[config.mk]
export PLATFORM = sky130hd
export DESIGN_NAME = text_console_writer_flat
export DESIGN_NICKNAME = d
export VERILOG_FILES = /design/src/rtl/text_console_writer_pkg.sv /design/src/rtl/text_console_writer_if.sv /design/src/rtl/text_console_writer_cursor_counter.sv /design/src/rtl/text_console_writer.sv /design/src/flat_wrapper.sv
export SDC_FILE = /design/constraint.sdc
export NUM_CORES = 1
export LEC_CHECK = 0
export BUFFER_PORTS_ARGS = -buffer_cell sky130_fd_sc_hd__buf_2
export CAP_MARGIN = 0
export CORE_MARGIN = 2
export CORE_UTILIZATION = 55
export CTS_CLUSTER_SIZE = 12
export DETAILED_ROUTE_END_ITERATION = 10
export PLACE_DENSITY_LB_ADDON = 0.1
export SETUP_SLACK_MARGIN = 0.3
export SKIP_LAST_GASP = 1
export SYNTH_ARGS = -nofsm -noshare
export SYNTH_HDL_FRONTEND = slang
export SYNTH_SLANG_ARGS = --single-unit
[constraint.sdc]
create_clock -name wclk -period 3.9 [get_ports wclk]
set_input_delay 0.39 -clock wclk [delete_from_list [all_inputs] [get_ports wclk]]
set_output_delay 0.39 -clock wclk [all_outputs]
set_load 0.05 [all_outputs]
[src/rtl/text_console_writer_pkg.sv]
// rtl/text_console_writer_pkg.sv - shared constants and types for the text console writer
// Purpose: control codes, default blank code, FSM state encoding and cursor operations.
// Ports: none (package).
package console_pkg;

    localparam logic [7:0] CHAR_CR    = 8'h0D;
    localparam logic [7:0] CHAR_LF    = 8'h0A;
    localparam logic [7:0] CHAR_BS    = 8'h08;
    localparam logic [7:0] CHAR_FF    = 8'h0C;
    localparam logic [7:0] BLANK_CODE = 8'h20;

    typedef enum logic [1:0] {
        ST_IDLE       = 2'd0,
        ST_CLR_LINE   = 2'd1,
        ST_CLR_SCREEN = 2'd2
    } state_e;

    typedef enum logic [2:0] {
        OP_NONE = 3'd0,
        OP_INC  = 3'd1,
        OP_DEC  = 3'd2,
        OP_CR   = 3'd3,
        OP_NL   = 3'd4,
        OP_HOME = 3'd5
    } cur_op_e;

endpackage

[src/rtl/text_console_writer_if.sv]
// rtl/text_console_writer_if.sv - character stream and RAM write port bundle
// Purpose: groups the incoming character handshake and the text RAM write port.
// Ports: char_in/char_valid/char_ready (stream), din/write_en/waddr (RAM write port).
//   master: stream producer / RAM side; slave: the console writer.
interface text_console_writer_if #(
    parameter int data_width = 8,
    parameter int addr_width = 11
);
    logic [data_width-1:0] char_in;
    logic                  char_valid;
    logic                  char_ready;
    logic [data_width-1:0] din;
    logic                  write_en;
    logic [addr_width-1:0] waddr;

    modport master (
        output char_in, char_valid,
        input  char_ready, din, write_en, waddr
    );

    modport slave (
        input  char_in, char_valid,
        output char_ready, din, write_en, waddr
    );
endinterface

[src/rtl/text_console_writer_cursor_counter.sv]
// rtl/text_console_writer_cursor_counter.sv - cursor column/row and line base register
// Purpose: holds col, row and line_base (row*cols, kept by stepping, no multiplier).
// Ports: wclk, rstn (async active-low), i_op (cursor operation),
//   o_col, o_row, o_line_base.
module cursor_counter
    import console_pkg::*;
#(
    parameter int cols       = 40,
    parameter int rows       = 30,
    parameter int addr_width = $clog2(rows*cols)
) (
    input  logic                      wclk,
    input  logic                      rstn,
    input  cur_op_e                   i_op,
    output logic [$clog2(cols)-1:0]   o_col,
    output logic [$clog2(rows)-1:0]   o_row,
    output logic [addr_width-1:0]     o_line_base
);

    localparam int COL_W = $clog2(cols);
    localparam int ROW_W = $clog2(rows);

    logic [COL_W-1:0]      r_col;
    logic [ROW_W-1:0]      r_row;
    logic [addr_width-1:0] r_line_base;

    logic                  w_row_last;
    logic                  w_col_last;
    logic [ROW_W-1:0]      w_next_row;
    logic [addr_width-1:0] w_next_base;

    assign w_row_last  = (r_row == ROW_W'(rows-1));
    assign w_col_last  = (r_col == COL_W'(cols-1));
    // Newline advance wraps the last row back to the top of the RAM.
    assign w_next_row  = w_row_last ? '0 : r_row + ROW_W'(1);
    assign w_next_base = w_row_last ? '0 : r_line_base + addr_width'(cols);

    always_ff @(posedge wclk or negedge rstn) begin
        if (!rstn) begin
            r_col       <= '0;
            r_row       <= '0;
            r_line_base <= '0;
        end else begin
            case (i_op)
                OP_INC: begin
                    if (w_col_last) begin
                        r_col       <= '0;
                        r_row       <= w_next_row;
                        r_line_base <= w_next_base;
                    end else begin
                        r_col <= r_col + COL_W'(1);
                    end
                end
                OP_DEC: begin
                    if (r_col != '0) begin
                        r_col <= r_col - COL_W'(1);
                    end
                end
                OP_CR: begin
                    r_col <= '0;
                end
                OP_NL: begin
                    r_col       <= '0;
                    r_row       <= w_next_row;
                    r_line_base <= w_next_base;
                end
                OP_HOME: begin
                    r_col       <= '0;
                    r_row       <= '0;
                    r_line_base <= '0;
                end
                default: begin
                end
            endcase
        end
    end

    assign o_col       = r_col;
    assign o_row       = r_row;
    assign o_line_base = r_line_base;

endmodule

[src/rtl/text_console_writer.sv]
// rtl/text_console_writer.sv - character stream to video text RAM write port
// Purpose: consumes characters/control codes, keeps the cursor, writes the text RAM,
//   clears a line on newline and the whole screen on request.
// Ports: wclk, rstn (async active-low), bus (slave: char stream + RAM write port),
//   clear_req, busy, cursor_col, cursor_row.
module text_console_writer
    import console_pkg::*;
#(
    parameter int                    cols           = 40,
    parameter int                    rows           = 30,
    parameter int                    addr_width     = $clog2(rows*cols),
    parameter int                    data_width     = 8,
    parameter logic [data_width-1:0] BLANK          = data_width'(BLANK_CODE),
    parameter int                    CLEAR_ON_RESET = 1
) (
    input  logic                     wclk,
    input  logic                     rstn,
    text_console_writer_if.slave     bus,
    input  logic                     clear_req,
    output logic                     busy,
    output logic [$clog2(cols)-1:0]  cursor_col,
    output logic [$clog2(rows)-1:0]  cursor_row
);

    localparam int COL_W = $clog2(cols);
    localparam int ROW_W = $clog2(rows);

    localparam logic [1:0] IDLE       = ST_IDLE;
    localparam logic [1:0] CLR_LINE   = ST_CLR_LINE;
    localparam logic [1:0] CLR_SCREEN = ST_CLR_SCREEN;

    localparam logic [addr_width-1:0] LAST_ADDR = addr_width'(rows*cols-1);
    localparam logic [data_width-1:0] C_CR      = data_width'(CHAR_CR);
    localparam logic [data_width-1:0] C_LF      = data_width'(CHAR_LF);
    localparam logic [data_width-1:0] C_BS      = data_width'(CHAR_BS);
    localparam logic [data_width-1:0] C_FF      = data_width'(CHAR_FF);
    localparam logic [data_width-1:0] C_FIRST   = data_width'(8'h20);
    localparam logic [data_width-1:0] C_LAST    = data_width'(8'h7E);

    logic [1:0]            r_state;
    logic                  r_started;
    logic                  r_pend;
    logic                  r_line_go;
    logic                  r_we;
    logic [addr_width-1:0] r_waddr;
    logic [data_width-1:0] r_din;

    logic [COL_W-1:0]      w_col;
    logic [ROW_W-1:0]      w_row;
    logic [addr_width-1:0] w_line_base;
    logic [addr_width-1:0] w_cur_addr;
    logic [addr_width-1:0] w_line_end;
    logic                  w_ready;
    logic                  w_accept;
    logic                  w_printable;
    logic                  w_col_last;
    logic                  w_line_done;
    logic                  w_go_screen;
    cur_op_e               w_op;

    cursor_counter #(
        .cols       (cols),
        .rows       (rows),
        .addr_width (addr_width)
    ) u_cursor (
        .wclk        (wclk),
        .rstn        (rstn),
        .i_op        (w_op),
        .o_col       (w_col),
        .o_row       (w_row),
        .o_line_base (w_line_base)
    );

    // r_started keeps char_ready low while in reset and for the first cycle
    // after release, which is when the automatic clear gets launched.
    assign w_ready     = r_started && (r_state == IDLE) && !clear_req;
    assign w_accept    = bus.char_valid && w_ready;
    assign w_printable = (bus.char_in >= C_FIRST) && (bus.char_in <= C_LAST);
    assign w_col_last  = (w_col == COL_W'(cols-1));
    assign w_cur_addr  = w_line_base + addr_width'(w_col);
    assign w_line_end  = w_line_base + addr_width'(cols-1);
    assign w_line_done = (r_state == CLR_LINE) && r_line_go && (r_waddr == w_line_end);

    assign w_go_screen = ((r_state == IDLE) &&
                          ((!r_started && (CLEAR_ON_RESET != 0)) ||
                           (r_started && clear_req) ||
                           (w_accept && (bus.char_in == C_FF)))) ||
                         (w_line_done && (r_pend || clear_req));

    always_comb begin
        w_op = OP_NONE;
        if ((r_state == IDLE) && w_accept) begin
            if (w_printable) begin
                w_op = OP_INC;
            end else if (bus.char_in == C_LF) begin
                w_op = OP_NL;
            end else if (bus.char_in == C_CR) begin
                w_op = OP_CR;
            end else if (bus.char_in == C_BS) begin
                w_op = OP_DEC;
            end
        end else if ((r_state == CLR_SCREEN) && (r_waddr == LAST_ADDR)) begin
            w_op = OP_HOME;
        end
    end

    // The write port is registered; in the clear states r_waddr doubles as the
    // sweep counter, so write_en is high exactly while the blank sweep runs.
    always_ff @(posedge wclk or negedge rstn) begin
        if (!rstn) begin
            r_state   <= IDLE;
            r_started <= 1'b0;
            r_pend    <= 1'b0;
            r_line_go <= 1'b0;
            r_we      <= 1'b0;
            r_waddr   <= '0;
            r_din     <= '0;
        end else begin
            r_started <= 1'b1;
            r_we      <= 1'b0;
            case (r_state)
                IDLE: begin
                    if (w_accept) begin
                        if (w_printable) begin
                            r_we    <= 1'b1;
                            r_din   <= bus.char_in;
                            r_waddr <= w_cur_addr;
                            // The character goes out first; the line sweep
                            // starts on the following cycle.
                            if (w_col_last) begin
                                r_state   <= CLR_LINE;
                                r_line_go <= 1'b0;
                            end
                        end else if (bus.char_in == C_LF) begin
                            r_state   <= CLR_LINE;
                            r_line_go <= 1'b0;
                        end else if ((bus.char_in == C_BS) && (w_col != '0)) begin
                            r_we    <= 1'b1;
                            r_din   <= BLANK;
                            r_waddr <= w_cur_addr - addr_width'(1);
                        end
                    end
                end
                CLR_LINE: begin
                    if (clear_req) begin
                        r_pend <= 1'b1;
                    end
                    if (!r_line_go) begin
                        r_line_go <= 1'b1;
                        r_we      <= 1'b1;
                        r_din     <= BLANK;
                        r_waddr   <= w_line_base;
                    end else if (w_line_done) begin
                        r_state <= IDLE;
                    end else begin
                        r_we    <= 1'b1;
                        r_waddr <= r_waddr + addr_width'(1);
                    end
                end
                CLR_SCREEN: begin
                    if (r_waddr == LAST_ADDR) begin
                        r_state <= IDLE;
                    end else begin
                        r_we    <= 1'b1;
                        r_waddr <= r_waddr + addr_width'(1);
                    end
                end
                default: begin
                    r_state <= IDLE;
                end
            endcase
            if (w_go_screen) begin
                r_state <= CLR_SCREEN;
                r_we    <= 1'b1;
                r_din   <= BLANK;
                r_waddr <= '0;
                r_pend  <= 1'b0;
            end
        end
    end

    assign bus.char_ready = w_ready;
    assign bus.din        = r_din;
    assign bus.write_en   = r_we;
    assign bus.waddr      = r_waddr;
    assign busy           = (r_state != IDLE);
    assign cursor_col     = w_col;
    assign cursor_row     = w_row;

endmodule

[src/flat_wrapper.sv]
// flat-port wrapper written by rule: the top's interface ports become plain ports
module text_console_writer_flat import console_pkg::*;
#(
    parameter int                    cols           = 40,
    parameter int                    rows           = 30,
    parameter int                    addr_width     = $clog2(rows*cols),
    parameter int                    data_width     = 8,
    parameter logic [data_width-1:0] BLANK          = data_width'(BLANK_CODE),
    parameter int                    CLEAR_ON_RESET = 1
)
  (wclk, rstn, clear_req, busy, cursor_col, cursor_row, bus_char_in, bus_char_valid, bus_char_ready, bus_din, bus_write_en, bus_waddr);
  text_console_writer_if #(.data_width(data_width), .addr_width(addr_width)) bus_i ();
  input  logic wclk;
  input  logic rstn;
  input  logic clear_req;
  output logic busy;
  output logic [$clog2(cols)-1:0] cursor_col;
  output logic [$clog2(rows)-1:0] cursor_row;
  input wire logic [$bits(bus_i.char_in)-1:0] bus_char_in;
  input wire logic [$bits(bus_i.char_valid)-1:0] bus_char_valid;
  output wire logic [$bits(bus_i.char_ready)-1:0] bus_char_ready;
  output wire logic [$bits(bus_i.din)-1:0] bus_din;
  output wire logic [$bits(bus_i.write_en)-1:0] bus_write_en;
  output wire logic [$bits(bus_i.waddr)-1:0] bus_waddr;
  assign bus_i.char_in = bus_char_in;
  assign bus_i.char_valid = bus_char_valid;
  assign bus_char_ready = bus_i.char_ready;
  assign bus_din = bus_i.din;
  assign bus_write_en = bus_i.write_en;
  assign bus_waddr = bus_i.waddr;
  text_console_writer #(.cols(cols), .rows(rows), .addr_width(addr_width), .data_width(data_width), .BLANK(BLANK), .CLEAR_ON_RESET(CLEAR_ON_RESET)) u_core (.wclk(wclk), .rstn(rstn), .bus(bus_i), .clear_req(clear_req), .busy(busy), .cursor_col(cursor_col), .cursor_row(cursor_row));
endmodule
---- Word level (Yosys, flattened, before mapping) ----
Index checks and enable logic that the tools add are counted.
Widths: inputs -> output; s select.
operators by class
  magnitude comparators ................... 2
  add/subtract/negate cells ............... 8
  reduce and logical (&&, ||, !) cells .... 37
  equality and inequality tests ........... 31
  mux-type cells .......................... 57
operator list
  cell                   number
  $mux 11                10
  $pmux 11 s3            2
  $mux 8                 6
  $eq 8x4->1 const B     4
  $add 11x6->11 const B  2
  $mux 2                 9
  $pmux 6 s3             1
  $pmux 8 s2             1
  $mux 1                 15
  $mux 3                 5
  $pmux 5 s3             1
  $logic_and 1x1->1      13
  $mux 6                 2
  $ne 4x2->1 const B     3
  $reduce_and 6->1       2
  $add 11x1->11 const B  1
  $add 11x6->11          1
  $eq 11x11->1           1
  $eq 11x11->1 const B   1
  $sub 11x1->11 const B  1
  $mux 5                 2
  $ne 3x1->1 const B     3
  $ne 3x2->1 const B     3
  $reduce_bool 3->1      3
  other kinds (29)       43
storage, ports and cells
  output and inout bits ................... 33
  register bits after elaboration ......... 47
  logic and storage cells ................. 145

---- Depth between registers and ports, before layout ----
Gate-level depths: netlist of the first run.
  depth in word-level cells ............... 10
  depth in mapped cells ................... 11

---- Cells and area by module ----
From an unflattened synthesis of the first run, not the netlist that was laid out.
second synthesis, totals
  cell total of the unflattened synthesis .. 478
  area total of the unflattened synthesis .. 4071.4 um^2
by module, submodules not included
  module               instances  area an instance (um^2)  cells an instance
  text_console_writer  1          2733.9                   330
  cursor_counter       1          1337.5                   148

---- Worst setup path after synthesis of the first run ----
OpenSTA, ideal clock, no wires.
  kind .................................... register to register
  start ................................... reg u_core.u_cursor.r_col[4] (netlist: u_core.u_cursor.o_col[4])
  end ..................................... reg u_core.r_waddr[9] (netlist: u_core.bus.waddr[9])
  data required time ...................... 3.778 ns
  clock period less this slack ............ 2.770 ns
  stages on the path, launching flop included .. 9
  path slack .............................. 1.130 ns
  setup time .............................. 0.122 ns
  path buffers ............................ 1
  arrival time ............................ 2.648 ns
  cells stage by stage .................... dfrtp_1 -> ha_1 -> buf_2 -> or3_1 -> a221o_1 -> nor3_4 -> nand4b_1 -> a21boi_1 -> a32o_1
between the ends
  cells in the longest elaborated chain, start to end .. 8
ends and longest elaborated chain
  element                 RTL line                                  RTL
  start, declared         text_console_writer_cursor_counter.sv:23  logic [COL_W-1:0] r_col;
  start signal, assigned  text_console_writer_cursor_counter.sv:51  r_col <= r_col + COL_W'(1);
  start signal, assigned  text_console_writer_cursor_counter.sv:56  r_col <= r_col - COL_W'(1);
  $add 11x6->11           text_console_writer.sv:80                 assign w_cur_addr = w_line_base + addr_width'(w_col);
  $sub 11x1->11           text_console_writer.sv:140                r_waddr <= w_cur_addr - addr_width'(1);
  $mux 11                 text_console_writer.sv:137                end else if ((bus.char_in == C_BS) && (w_col != '0)) begin
  $mux 11                 text_console_writer.sv:134                end else if (bus.char_in == C_LF) begin
  $mux 11                 text_console_writer.sv:124                if (w_printable) begin
  $mux 11                 text_console_writer.sv:123                if (w_accept) begin
  $pmux 11 s3             text_console_writer.sv:121                case (r_state)
  $mux 11                 text_console_writer.sv:172                if (w_go_screen) begin
  end signal, assigned    text_console_writer.sv:127                r_waddr <= w_cur_addr;
  end signal, assigned    text_console_writer.sv:140
  end signal, assigned    text_console_writer.sv:165                r_waddr <= r_waddr + addr_width'(1);
  end, declared           text_console_writer.sv:45                 logic [addr_width-1:0] r_waddr;
Several ways; a longest one is shown, not always the timed one. The select of a mux whose other input is x is not followed.
A chain may end at the register's enable or synchronous reset.

---- Final worst setup path of the first run ----
  start ................................... reg u_core.r_state[1]
  end ..................................... reg u_core.r_din[3] (netlist: u_core.bus.din[3])
between the ends
  cells in the longest elaborated chain, start to end .. 10
ends and longest elaborated chain
  element                                       RTL line                                                                          RTL
  start, declared                               text_console_writer.sv:40                                                         logic [1:0] r_state;
  start signal, assigned                        text_console_writer.sv:111                                                        r_state <= IDLE;
  start signal, assigned                        text_console_writer.sv:131                                                        r_state <= CLR_LINE;
  start signal, assigned                        text_console_writer.sv:135                                                        r_state <= CLR_LINE;
  $logic_not 2->1                               text_console_writer.sv:76, text_console_writer.sv:84, text_console_writer.sv:121
  $logic_and 1x1->1 (2 in a row)                text_console_writer.sv:76                                                         assign w_ready = r_started && (r_state == IDLE) && !clear_req;
  $logic_and 1x1->1                             text_console_writer.sv:77                                                         assign w_accept = bus.char_valid && w_ready;
  $logic_and 1x1->1                             text_console_writer.sv:87                                                         (w_accept && (bus.char_in == C_FF)))) ||
  $logic_or 1x1->1                              text_console_writer.sv:86                                                         (r_started && clear_req) ||
  $logic_and 1x1->1                             text_console_writer.sv:84                                                         assign w_go_screen = ((r_state == IDLE) &&
  $logic_or 1x1->1                              text_console_writer.sv:87
  $ne 4x2->1 (no line) (tied with other cells)  n/a
  $reduce_and 5->1 (no line)                    n/a
  end signal, assigned                          text_console_writer.sv:126                                                        r_din <= bus.char_in;
  end, declared                                 text_console_writer.sv:46                                                         logic [data_width-1:0] r_din;
Several ways; a longest one is shown, not always the timed one.

==> results_dict.tcl, run 1 <==
set metrics [dict create \
    track_usage 0.271 \
    synth_area_sq_um 3790 \
    slew_headroom 0.188 \
    vias 3562 \
    synth_seq_area_share 0.290 \
    globalRouteOverflowTotal 0 \
    hold_buffers 0 \
    crit_required_ps 4100 \
    grt_pass1_vias 3259 \
    worstSetupPathType "reg -> reg" \
    io_pins 45 \
    grt_max_degree 45 \
    drv_slew 0 \
    dr.pass1.iters 5 \
    fin_crit_sh 0.751 \
    layout-drive-gt1-share 0.151 \
    holdCritPathClass "in -> async" \
    final_nets 509 \
    setup_viol 0 \
    power_uw 857 \
    antenna_cells 0 \
    ant_nets 0 \
    synth_edf_count 0 \
    maxCapViolations 0 \
    crit_path_max_fanout 13 \
    die_w_um 87.0 \
    yosysMostFrequentCell "dfrtp_1" \
    dieArea_sq_um 7570 \
    clk_pin_slew_ps 100 \
    synth_commonest_cells "dfrtp_1 (44), nor2_1 (40), nand2_1 (39), o21ai_0 (34), a21oi_1 (32)" \
    die_y_um 87.0 \
    routedWlPerCell_um 17.4 \
    clockBufferDepth 2 \
    worst_ep_arrival_time_ps 3130 \
    worst_pin_slew_ps 1220 \
    drt_iter0_drc 296 \
    fin_skew_ps 10.9 \
    antenna_found_initial 0 \
    row_count 30 \
    hpwl_um 7110 \
    status "finished clean" \
    synth.ff_latch_count 44 \
    grt_pass1_wl_um 16300 \
    synthToLayoutAreaGrowth_pct 5.45 \
    fin_crit_ps 2930 \
    cts_sinks 44 \
    gp_congestion 0.919 \
    hold_viol_final 0 \
    power_leakage_nw 1.78 \
    max_freq_mhz 341 \
    tns_ps 0 \
    drc 0 \
    cts_root_buffer "clkbuf_8" \
    cts_tree "yes" \
    yosysTopAreaCellShare 0.290 \
    cts_resized 0 \
    initial_utilization 0.564 \
    tritoncts.num_buffers 5 \
    synthTopCellsByArea "dfrtp_1 (29%), ha_1 (5.3%), o21ai_0 (4.5%), a21oi_1 (4.2%), nor2_1 (4.0%)" \
    async_reset_ff_frac 1.00 \
    wl_um 9790 \
    io_buffers 44 \
    irDropWorstVdd_mv 0.149 \
    viasPerCell 6.34 \
    ys.flop_type "dfrtp_1" \
    crit_path_end_kind "flip-flop" \
    clock_latency_ps 310 \
    rsz0062_at_grt "false" \
    htreeDepth 2 \
    yosys_warnings 0 \
    syn_nets 484 \
    postSynthAreaPerCell_sq_um 8.31 \
    yosys.area.top_type "dfrtp_1" \
    core-area_sq_um 6720 \
    post_cts_buffers 0 \
    synth_cells 456 \
    p_per_area_nw_per_um2 214 \
    synth_cell_types 74 \
    cp-start-kind "flip-flop" \
]
## kinds of logic (layout without fill, tap and decap cells)
kind of cell,after synthesis,in the layout,share of synthesized area
other,2,2,0.00198
XOR/XNOR,23,23,0.0531
flip-flops,44,44,0.290
buffers and inverters,44,70,0.0756
adder cells (fa/ha/maj),16,16,0.0528
multiplexers,4,4,0.0109
AO/OA/AOI/OAI,146,146,0.269
AND/OR/NAND/NOR,177,177,0.247
## metrics by stage
step	cell area (sq um)	util	cells	worst slack (ps)	hold slack (ps)
after detailed placement	3900	0.580	554	994	470
after floorplan	3790	-	456	1130	94.4
after global placement	3900	0.580	554	1120	468
final	4000	0.595	562	972	234
after global routing	4000	0.595	562	800	351
after CTS	4000	0.595	562	994	286
## power by group
part,internal (mW),switching (mW),total (mW)
registers,0.460,0.00231,0.462
logic,0.0201,0.0495,0.0696
clock network,0.144,0.181,0.325
## routing by layer
layer  vias to the layer above  global-route usage  wire length [um]
met5                         -                   0                 0
met2                       117               0.414              4500
met4                         0              0.0767                89
met3                         7              0.0360               517
met1                      1704               0.399              4680
li1                       1734                   -                 -
## state kept, by name, indices dropped and copies added, names as in the netlist
signal,count
u_core.bus.din,8
u_core.r_started,1
u_core.u_cursor.o_col,6
u_core.u_cursor.o_line_base,8
u_core.r_pend,1
u_core.bus.write_en,1
u_core.r_line_go,1
u_core.bus.waddr,11
u_core.u_cursor.o_row,5
u_core.r_state,2
## placed cells by master (no fill, tap or decap), types with 12 or more instances in the layout
cell type  instances
nor2_1            40
nand3_1           21
o21ai_0           34
inv_1             16
dfrtp_1           44
xnor2_1           12
nand2_1           39
nor3_1            12
a21oi_1           32
buf_2             44
ha_1              16
## layout make-up
class                   count  area [sq um]
flip-flops and latches     44          1100
well taps                  80           100
multi-input cells         368          2400
inverters                  16          60.1
clock inverters             2          15.0
fillers                   618          2720
repair buffers             46           235
clock buffers               6          82.6
## worst max-delay path, cell delays in order (launching register included)
cell,delay [ps]
dfrtp_1,400
inv_1,100
ha_1,360
nand4_1,150
nor4_1,390
o311ai_2,170
a211oi_2,430
a21bo_2,420
nor2_1,140
a32o_1,250
## worst paths after layout
check | cells after the start | startpoint | to | slack (ps)
max in group asynchronous | 1 | rstn | u_core.u_cursor.o_line_base[8] | 3050
worst min-delay path | 1 | rstn | u_core.bus.waddr[7] | 230
worst max-delay path | 9 | u_core.r_state[1] | u_core.bus.din[3] | 970
min in group wclk | 3 | bus_char_in[4] | u_core.bus.din[4] | 360
worst max register to register | 9 | u_core.r_state[1] | u_core.bus.din[3] | 970
worst min register to register | 1 | u_core.bus.din[7] | u_core.bus.din[7] | 480
(Power assumes the default switching activity.)
==> inputs of run 2 (changes only) <==
Settings changed: CORE_UTILIZATION 55 to 54.
Clock period 3.9 ns to 2.4 ns, I/O delays scaled along.
==> run 2 against run 1 <==
- clock power increased by 82%
- core utilization rose by 16 points
- power is 72% higher
- first-iteration DRC count is 59% higher
- clock-buffer cell count down 1
- die area is 1.8% higher
- sequential power up 63%
- setup slack worse by 870 ps
- wire length grew 23%
- critical path type unchanged
- fmax up 27%
==> results_dict.tcl, run 2 (synthesis gave the netlist of run 1 again) <==
set metrics [dict create \
    power.share.sequential 0.509 \
    largest_reg_flops 11 \
    p_sw_uw 376 \
    tns_ps 0 \
    p_per_area_nw_per_um2 288 \
    status "finished clean" \
    slew_headroom 0.585 \
    fin_skew_ps 6.39 \
    setup_viol 0 \
    intPower_mw 1.10 \
    globalRouteOverflowTotal 0 \
    irDropWorstVdd_mv 0.325 \
    cts_root_buffer "clkbuf_8" \
    grt_pass1_wl_um 18500 \
    wl_um 12000 \
    gp_congestion 0.886 \
    worstSetupPathType "reg -> reg" \
    clockBufferDepth 2 \
    die_w_um 87.8 \
    die_y_um 87.8 \
    synthToLayoutAreaGrowth_pct 35.4 \
    maxCapViolations 0 \
    io_pins 45 \
    tritoncts.num_buffers 5 \
    crit_family "compound AO/OA/AOI/OAI gates" \
    instances_no_fill 661 \
    critPathSlowestCell "dfrtp_2" \
    crit_path_end_kind "flip-flop" \
    antenna_cells 0 \
    layout-drive-gt1-share 0.412 \
    hold_viol_final 0 \
    worst_ep_arrival_time_ps 2500 \
    drv_slew 0 \
    placed_area_sq_um 4420 \
    hpwl_um 8000 \
    routedWlPerCell_um 18.2 \
    cp-start-kind "flip-flop" \
    fin_crit_sh 0.958 \
    cp.buffers_inverters 0 \
    antenna_found_initial 0 \
    dp_slack_ps 21.8 \
    crit_path_max_fanout 5 \
    setup_ws_ps 99.7 \
    cts_sinks 44 \
    numPlacedInstances 614 \
    htreeDepth 2 \
    viasPerCell 6.25 \
    p_sw_frac 0.255 \
    stdcell_area_sq_um 5130 \
    vias 4129 \
    drt_iter0_drc 470 \
    ant_nets 0 \
    io_buffers 44 \
    clock_latency_ps 310 \
    initial_utilization 0.558 \
    final_cell_mix "buf_4 (73), buf_2 (44), nor2_1 (37), nand2_1 (37), dfrtp_1 (25)" \
    dr.pass1.iters 5 \
    drc 0 \
    core-area_sq_um 6790 \
    dieArea_sq_um 7710 \
    comb_power_share 0.090 \
    cts_tree "yes" \
    final_nets 592 \
    row_count 30 \
    grt_pass1_vias 3635 \
    power_leakage_nw 2.28 \
    layout_commonest_cell "buf_4" \
    track_usage 0.308 \
    worst_hold_slack_ps 209 \
    max_freq_mhz 435 \
    worst_pin_slew_ps 623 \
    rsz0062_at_grt "true" \
    power_frac_clock 0.402 \
    grt_max_degree 29 \
    path_cells "ha_4, or3_4, a221o_1, nor3_4, nand4b_1, a21boi_2, a32o_1" \
    nFillCells 475 \
    clk_pin_slew_ps 90 \
    fin_crit_ps 2300 \
    crit_required_ps 2600 \
    holdCritPathClass "in -> reg" \
    cp_slowest_stage_delay_ps 480 \
]
==> run 2: per-stage QoR <==
stage | power, mW | util
floorplan | 0.836 | -
global placement | 0.885 | 0.650
detailed placement | 0.887 | 0.650
CTS | 1.47 | 0.723
global route | 1.52 | 0.756
finish | 1.48 | 0.756
==> run 2: timing repair <==
| item | 4_1_cts | 5_1_grt |
|---|---|---|
| endpoints found under the hold margin | 18 | 0 |
| hold buffers | 1 | 0 |
| setup endpoints to repair | 39 | 41 |
| setup buffers | 29 | 9 |
| resized for setup | 34 | 40 |
| pin swaps | 23 | 14 |
==> run 2: final timing paths <==
path / startpoint / endpoint / depth (start not counted) / slack [ps]
worst max-delay path: u_core.u_cursor.o_line_base[3] / u_core.bus.waddr[9] / 7 / 100
min in group asynchronous: rstn / u_core.r_started / 2 / 410
worst min register to register: u_core.bus.din[3] / u_core.bus.din[3] / 1 / 500
max in group asynchronous: rstn / u_core.u_cursor.o_col[4] / 3 / 1410
worst max register to register: u_core.u_cursor.o_line_base[3] / u_core.bus.waddr[9] / 7 / 100
worst min-delay path: bus_char_in[3] / u_core.bus.din[3] / 2 / 210
==> run 2: worst register-to-register path: stages (launching register included) <==
cell and delay [ps]:
dfrtp_2 480, ha_4 200, or3_4 370, a221o_1 440, nor3_4 190, nand4b_1 110, a21boi_2 180, a32o_1 220
==> run 2: layer usage <==
layer  track usage  vias to the layer above  part of all wire
li1              -                     1895                 -
met1         0.422                     1991              0.42
met2         0.502                      210              0.48
met3        0.0481                       33             0.069
met4         0.101                        0             0.032
met5             0                        -                 0
==> run 2: area by class of cell <==
class | instances | area, sq um | share of cell area
clock buffers | 5 | 68.8 | 0.0134
clock inverters | 3 | 42.5 | 0.00829
inverters | 16 | 62.6 | 0.0122
multi-input cells | 368 | 2800 | 0.546
flip-flops and latches | 44 | 1120 | 0.219
well taps | 96 | 120 | 0.0234
repair buffers | 129 | 911 | 0.177
==> run 2: power by group through the flow <==
| stage | logic (mW) | clock network [mW] | registers, mW |
|---|---|---|---|
| after CTS | 0.128 | 0.593 | 0.751 |
| after global routing | 0.144 | 0.619 | 0.752 |
| final | 0.132 | 0.593 | 0.751 |
| after floorplan | 0.0492 | 0 | 0.787 |
| after detailed placement | 0.122 | 0 | 0.766 |
| after global placement | 0.120 | 0 | 0.765 |
